--- src/rtl/clear_pkg.sv ---
// Shared types and helpers for the frame-clear handshake responder.
// Holds the FSM encoding and the shared drain/flush timer sizing.
package clear_pkg;

    localparam int CNT_W = 16;

    typedef enum logic [1:0] {
        IDLE  = 2'd0,
        DRAIN = 2'd1,
        FLUSH = 2'd2,
        ACK   = 2'd3
    } state_t;

    // Timer holds at most max(TIMEOUT, CLR_CYCLES)-1.
    function automatic int tmr_width(input int timeout, input int clr_cycles);
        int m;
        m = (timeout > clr_cycles) ? timeout : clr_cycles;
        return (m > 1) ? $clog2(m) : 1;
    endfunction

endpackage

--- src/rtl/clear_handshake_responder_bit_sync.sv ---
// N-flop single-bit synchronizer, async active-low reset.
// Reusable on the source side for the returned acknowledge.
module bit_sync #(
    parameter int N = 2
) (
    input  logic clk,
    input  logic rst_n,
    input  logic d,
    output logic q
);

    logic [N-1:0] sync_q;
    logic [N-1:0] sync_d;

    always_comb begin
        sync_d = {sync_q[N-2:0], d};
    end

    always_ff @(posedge clk or negedge rst_n) begin
        if (!rst_n) begin
            sync_q <= '0;
        end else begin
            sync_q <= sync_d;
        end
    end

    assign q = sync_q[N-1];

endmodule

--- src/rtl/clear_handshake_responder.sv ---
// Target-domain responder for the camera frame-clear req/ack handshake.
// Syncs the request, drains the writer, flushes, then acks and flips bank.
module clear_handshake_responder
    import clear_pkg::*;
#(
    parameter int SYNC_STAGES = 2,
    parameter int CLR_CYCLES  = 16,
    parameter int TIMEOUT     = 1024
) (
    input  logic             clock_target,
    input  logic             rst_n,
    input  logic             clear_req_async,
    input  logic             wr_busy,
    output logic             clear_ack,
    output logic             fifo_clr,
    output logic             frame_start,
    output logic             bank_sel,
    output logic [CNT_W-1:0] clear_count,
    output logic             timeout_err
);

    localparam int TMR_W = tmr_width(TIMEOUT, CLR_CYCLES);
    localparam logic [TMR_W-1:0] DRAIN_LOAD = TMR_W'(TIMEOUT - 1);
    localparam logic [TMR_W-1:0] FLUSH_LOAD = TMR_W'(CLR_CYCLES - 1);

    logic req_s;

    bit_sync #(
        .N(SYNC_STAGES)
    ) u_req_sync (
        .clk  (clock_target),
        .rst_n(rst_n),
        .d    (clear_req_async),
        .q    (req_s)
    );

    state_t           state_q, state_d;
    logic [TMR_W-1:0] tmr_q, tmr_d;
    logic             clear_ack_q, clear_ack_d;
    logic             fifo_clr_q, fifo_clr_d;
    logic             frame_start_q, frame_start_d;
    logic             bank_sel_q, bank_sel_d;
    logic [CNT_W-1:0] clear_count_q, clear_count_d;
    logic             timeout_err_q, timeout_err_d;
    logic             tmr_zero;

    always_comb begin
        state_d       = state_q;
        tmr_d         = tmr_q;
        bank_sel_d    = bank_sel_q;
        clear_count_d = clear_count_q;
        timeout_err_d = timeout_err_q;
        tmr_zero      = (tmr_q == '0);

        unique case (state_q)
            IDLE: begin
                if (req_s) begin
                    state_d = DRAIN;
                    tmr_d   = DRAIN_LOAD;
                end
            end
            DRAIN: begin
                if (!wr_busy || tmr_zero) begin
                    state_d = FLUSH;
                    tmr_d   = FLUSH_LOAD;
                    if (wr_busy) begin
                        timeout_err_d = 1'b1;
                    end
                end else begin
                    tmr_d = tmr_q - TMR_W'(1);
                end
            end
            FLUSH: begin
                if (tmr_zero) begin
                    state_d    = ACK;
                    bank_sel_d = ~bank_sel_q;
                    if (clear_count_q != '1) begin
                        clear_count_d = clear_count_q + CNT_W'(1);
                    end
                end else begin
                    tmr_d = tmr_q - TMR_W'(1);
                end
            end
            ACK: begin
                if (!req_s) begin
                    state_d = IDLE;
                end
            end
            default: state_d = IDLE;
        endcase

        // Outputs are registered copies of the next state.
        fifo_clr_d    = (state_d == FLUSH);
        clear_ack_d   = (state_d == ACK);
        frame_start_d = (state_d == ACK) && (state_q != ACK);
    end

    always_ff @(posedge clock_target or negedge rst_n) begin
        if (!rst_n) begin
            state_q       <= IDLE;
            tmr_q         <= '0;
            clear_ack_q   <= 1'b0;
            fifo_clr_q    <= 1'b0;
            frame_start_q <= 1'b0;
            bank_sel_q    <= 1'b0;
            clear_count_q <= '0;
            timeout_err_q <= 1'b0;
        end else begin
            state_q       <= state_d;
            tmr_q         <= tmr_d;
            clear_ack_q   <= clear_ack_d;
            fifo_clr_q    <= fifo_clr_d;
            frame_start_q <= frame_start_d;
            bank_sel_q    <= bank_sel_d;
            clear_count_q <= clear_count_d;
            timeout_err_q <= timeout_err_d;
        end
    end

    assign clear_ack   = clear_ack_q;
    assign fifo_clr    = fifo_clr_q;
    assign frame_start = frame_start_q;
    assign bank_sel    = bank_sel_q;
    assign clear_count = clear_count_q;
    assign timeout_err = timeout_err_q;

endmodule

--- config.mk ---
export PLATFORM = sky130hd
export DESIGN_NAME = clear_handshake_responder
export DESIGN_NICKNAME = d
export VERILOG_FILES = /design/src/rtl/clear_pkg.sv /design/src/rtl/clear_handshake_responder_bit_sync.sv /design/src/rtl/clear_handshake_responder.sv
export SDC_FILE = /design/constraint.sdc
export NUM_CORES = 1
export LEC_CHECK = 0
export BUFFER_PORTS_ARGS = -buffer_cell sky130_fd_sc_hd__buf_2
export CAP_MARGIN = 0
export CORE_ASPECT_RATIO = 1.25
export CORE_MARGIN = 10
export CORE_UTILIZATION = 64
export CTS_BUF_LIST = sky130_fd_sc_hd__clkbuf_8
export CTS_CLUSTER_DIAMETER = 120
export DETAILED_ROUTE_END_ITERATION = 16
export GPL_ROUTABILITY_DRIVEN = 0
export PLACE_DENSITY_LB_ADDON = 0.25
export SLEW_MARGIN = 15
export SYNTH_ARGS = -nofsm -noshare
export SYNTH_HDL_FRONTEND = slang
export SYNTH_SLANG_ARGS = --single-unit
export TNS_END_PERCENT = 1
--- constraint.sdc ---
create_clock -name clock_target -period 4.95 [get_ports clock_target]
set_clock_uncertainty 0.2 [all_clocks]
set_input_delay 0.2475 -clock clock_target [delete_from_list [all_inputs] [get_ports clock_target]]
set_output_delay 0.2475 -clock clock_target [all_outputs]
set_load 0.03 [all_outputs]
==> impl_results.md <==
- Crit path max fanout: 21
- I/O pin count: 25
- Setup CP Type: flip-flop to flip-flop
- Detailed Route Iter0 Violations: 281
- Syn Std Cell Area: just over 2000 um2
- Post-detail-place hpwl: 3225 um
- Remaining Overflow, GRT: 0
- Root Driver: clkbuf_8
- Max-Cap Viols: 0
- CP startpoint kind: flip-flop
- Final Hold Vio Count: 0
- Deepest clock path buffer count: 2
- CP endpoint kind: flip-flop
- WP data arrival: roughly 3.1 ns
- # rows: 22
- Global routing usage on met3: 0.03452
- Design Power: ~1100 uW
- Peak supply drop: between 0.4 and 0.5 mV
- CTS Buf Count: 5
- RSZ-0062 raised after global routing: no
- # hold bufs at CTS: 2
- Worst slew pin tran: between 0.9 and 1 ns
- Finished Layout Cells: roughly 260
- Most frequent cells in the layout: dfrtp_1 (35), buf_2 (24), inv_1 (13)
- Area Overhead vs Synth: 11.94%
- Core area: 3000 um2
- CTS tree: built
- Period utilization: 0.6340
- Sequential element share of the synthesized area: 0.4329
- CP cell instances: inv_1 -> ha_1 -> nand4_1 -> nor4_1 -> mux2_2
- Post-synthesis cell count: 203
- Post-cts sizing count: 0
- # setup viols final: 0
- Vias in the first global route: around 1.7k
- Yosys cell types: 47
- Main flop type after synthesis: dfrtp_1
- Worst Setup Slack, final: ~1.8 ns
- IO Port Bufs: 24
- Critical Path Slowest Stage Cell: nand4_1
- Synth async-reset ratio: 1.000
- Cell area after placement: approximately 2100 um2
- Die Area: 5824 um2
- Synthesized area per cell: about 10 um2
- Via density: approximately 6.5
- Worst path top cell family by delay: simple AND/OR/NAND/NOR gates
- Worst hold path type: primary input to flip-flop
- Placed insts: approximately 250
- Initial antenna violation count: 0
- Design area: 2265 um2
- Share of cells above drive strength 1: 0.1842
- FILL cells: between 150 and 200
- Post-route ant nets: 0
- Drt pass-1 iters: 4
- Number of synthesized flops with an enable pin: 0
- Largest net degree at the start of global routing: 36
- N_diodes: 0
- CP Buf/Inv Count: 1
- Ys Warns: 0
- PwrDens: between 400 and 500 nW/um2
- Max stage delay on crit path: between 0.8 and 0.9 ns
- Final min period: between 3 and 4 ns
- Status: completed
- Global routing usage on met2: 0.2602
- Die height: about 83 um
- Leak Pwr: ~0.0011 uW
- Commonest non-fill, non-tap cell in the layout: dfrtp_1
- Die X: 70.29 um
- Slew headroom: 0.3371
- Post-Syn Nets: around 220
- Nets: about 240
- Place WS: ~1.9 ns
- Worst EP required: slightly below 5 ns
- Clk_lat worst skew: between 0.2 and 0.3 ns
- # DRC: 0
- Number of synthesized register bits: 35
- Final WL: ~4500 um
- Routed len/inst: approximately 17 um
- GRT busiest layer: met2
- First-pass GRT wire length: a little under 8000 um
- Setup bufs post-CTS: 0
- Setup TNS: 0 ns
- Total number of vias: between 1.5k and 2k
- Final Max Tran Viols: 0
- Maximum clock rate: 318.7 MHz
- GRT Total Usage: 0.1602
- H-tree depth: 2
- Clk sinks: 35
- Worst-path clk slew: ~0.07 ns
- Initial Util: 0.6743
- GR Util met1: 0.1876
## cells in the mapped netlist, types with 3 or more instances
cell type	n	area share
nand3_1	9	0.022
o21ai_0	3	0.0074
nor4_1	11	0.034
dfrtp_1	35	0.43
inv_1	12	0.022
nand4_1	7	0.022
a22o_1	7	0.030
ha_1	8	0.049
a21oi_1	5	0.012
clkbuf_1	4	0.0074
o41ai_1	3	0.013
a21o_1	3	0.011
a31oi_1	5	0.015
nand2b_1	4	0.012
xnor2_1	4	0.017
xor2_1	11	0.048
or4_1	3	0.011
or3_1	4	0.012
nor2_1	9	0.017
nor3_1	6	0.015
nand2_1	9	0.017
buf_2	5	0.012
o31ai_1	4	0.015
## final timing paths
kind / from / end / slack, ns / cells after the start
worst max register to register: state_q[0] / clear_count[14] / 1.81 / 5
worst min register to register: u_req_sync.sync_q[0] / u_req_sync.sync_q[1] / 0.17 / 0
worst min-delay path: wr_busy / timeout_err / 0.12 / 3
max in group asynchronous: rst_n / state_q[0] / 3.72 / 2
min in group asynchronous: rst_n / tmr_q[8] / 0.36 / 2
worst max-delay path: state_q[0] / clear_count[14] / 1.81 / 5
## layout make-up
cell class                 count  area (um2)  share of cell area
timing repair buffer          27       147.6             0.06519
clock inverter                 1       3.754            0.001657
clock buffer                   7       96.34             0.04254
inverter                      12       45.04             0.01989
tap                           36       45.04             0.01989
sequential                    35       875.8              0.3867
multi-input combinational    146        1051              0.4641
## report_power, final
part           total [uW]  switching [uW]  internal, uW  leakage, uW
Combinational         443             257           186     0.000589
Sequential            419            72.0           347     0.000452
Clock                 222            96.7           125    0.0000557
## state kept, by name, indices dropped and copies added (netlist names)
signal,flops
bank_sel,1
clear_ack,1
clear_count,16
fifo_clr,1
frame_start,1
state_q,2
timeout_err,1
tmr_q,10
u_req_sync.sync_q,2
## logic make-up after synthesis
group / after synthesis / synth area share
compound gates: 43 / 0.1670
buf+inv: 22 / 0.04761
xor+xnor: 15 / 0.06493
fa+ha+maj: 8 / 0.04948
simple gates: 78 / 0.2270
flops: 35 / 0.4329
mux: 2 / 0.01113
## per-stage QoR
step                      utilization  hold WS, ns
after floorplan                     -      -0.2481
after global placement         0.7148       0.1358
after detailed placement       0.7148       0.1559
after CTS                      0.7548       0.1106
after global routing           0.7548       0.1366
final                          0.7548       0.1232
## layer usage
metal,part of all wire,vias up
met4,0.028,0
met2,0.51,74
met1,0.40,834
met5,0,-
met3,0.060,12
li1,-,805
## tightest hold or removal path: cells and delay by family
| kind | cells | cell delay, ns |
|---|---|---|
| AOI/OAI and AO/OA | 1 | 0.08 |
| buffers and inverters | 1 | 0.14 |
| and+or+nand+nor | 1 | 0.10 |
Power figures use the tool's default switching activity.
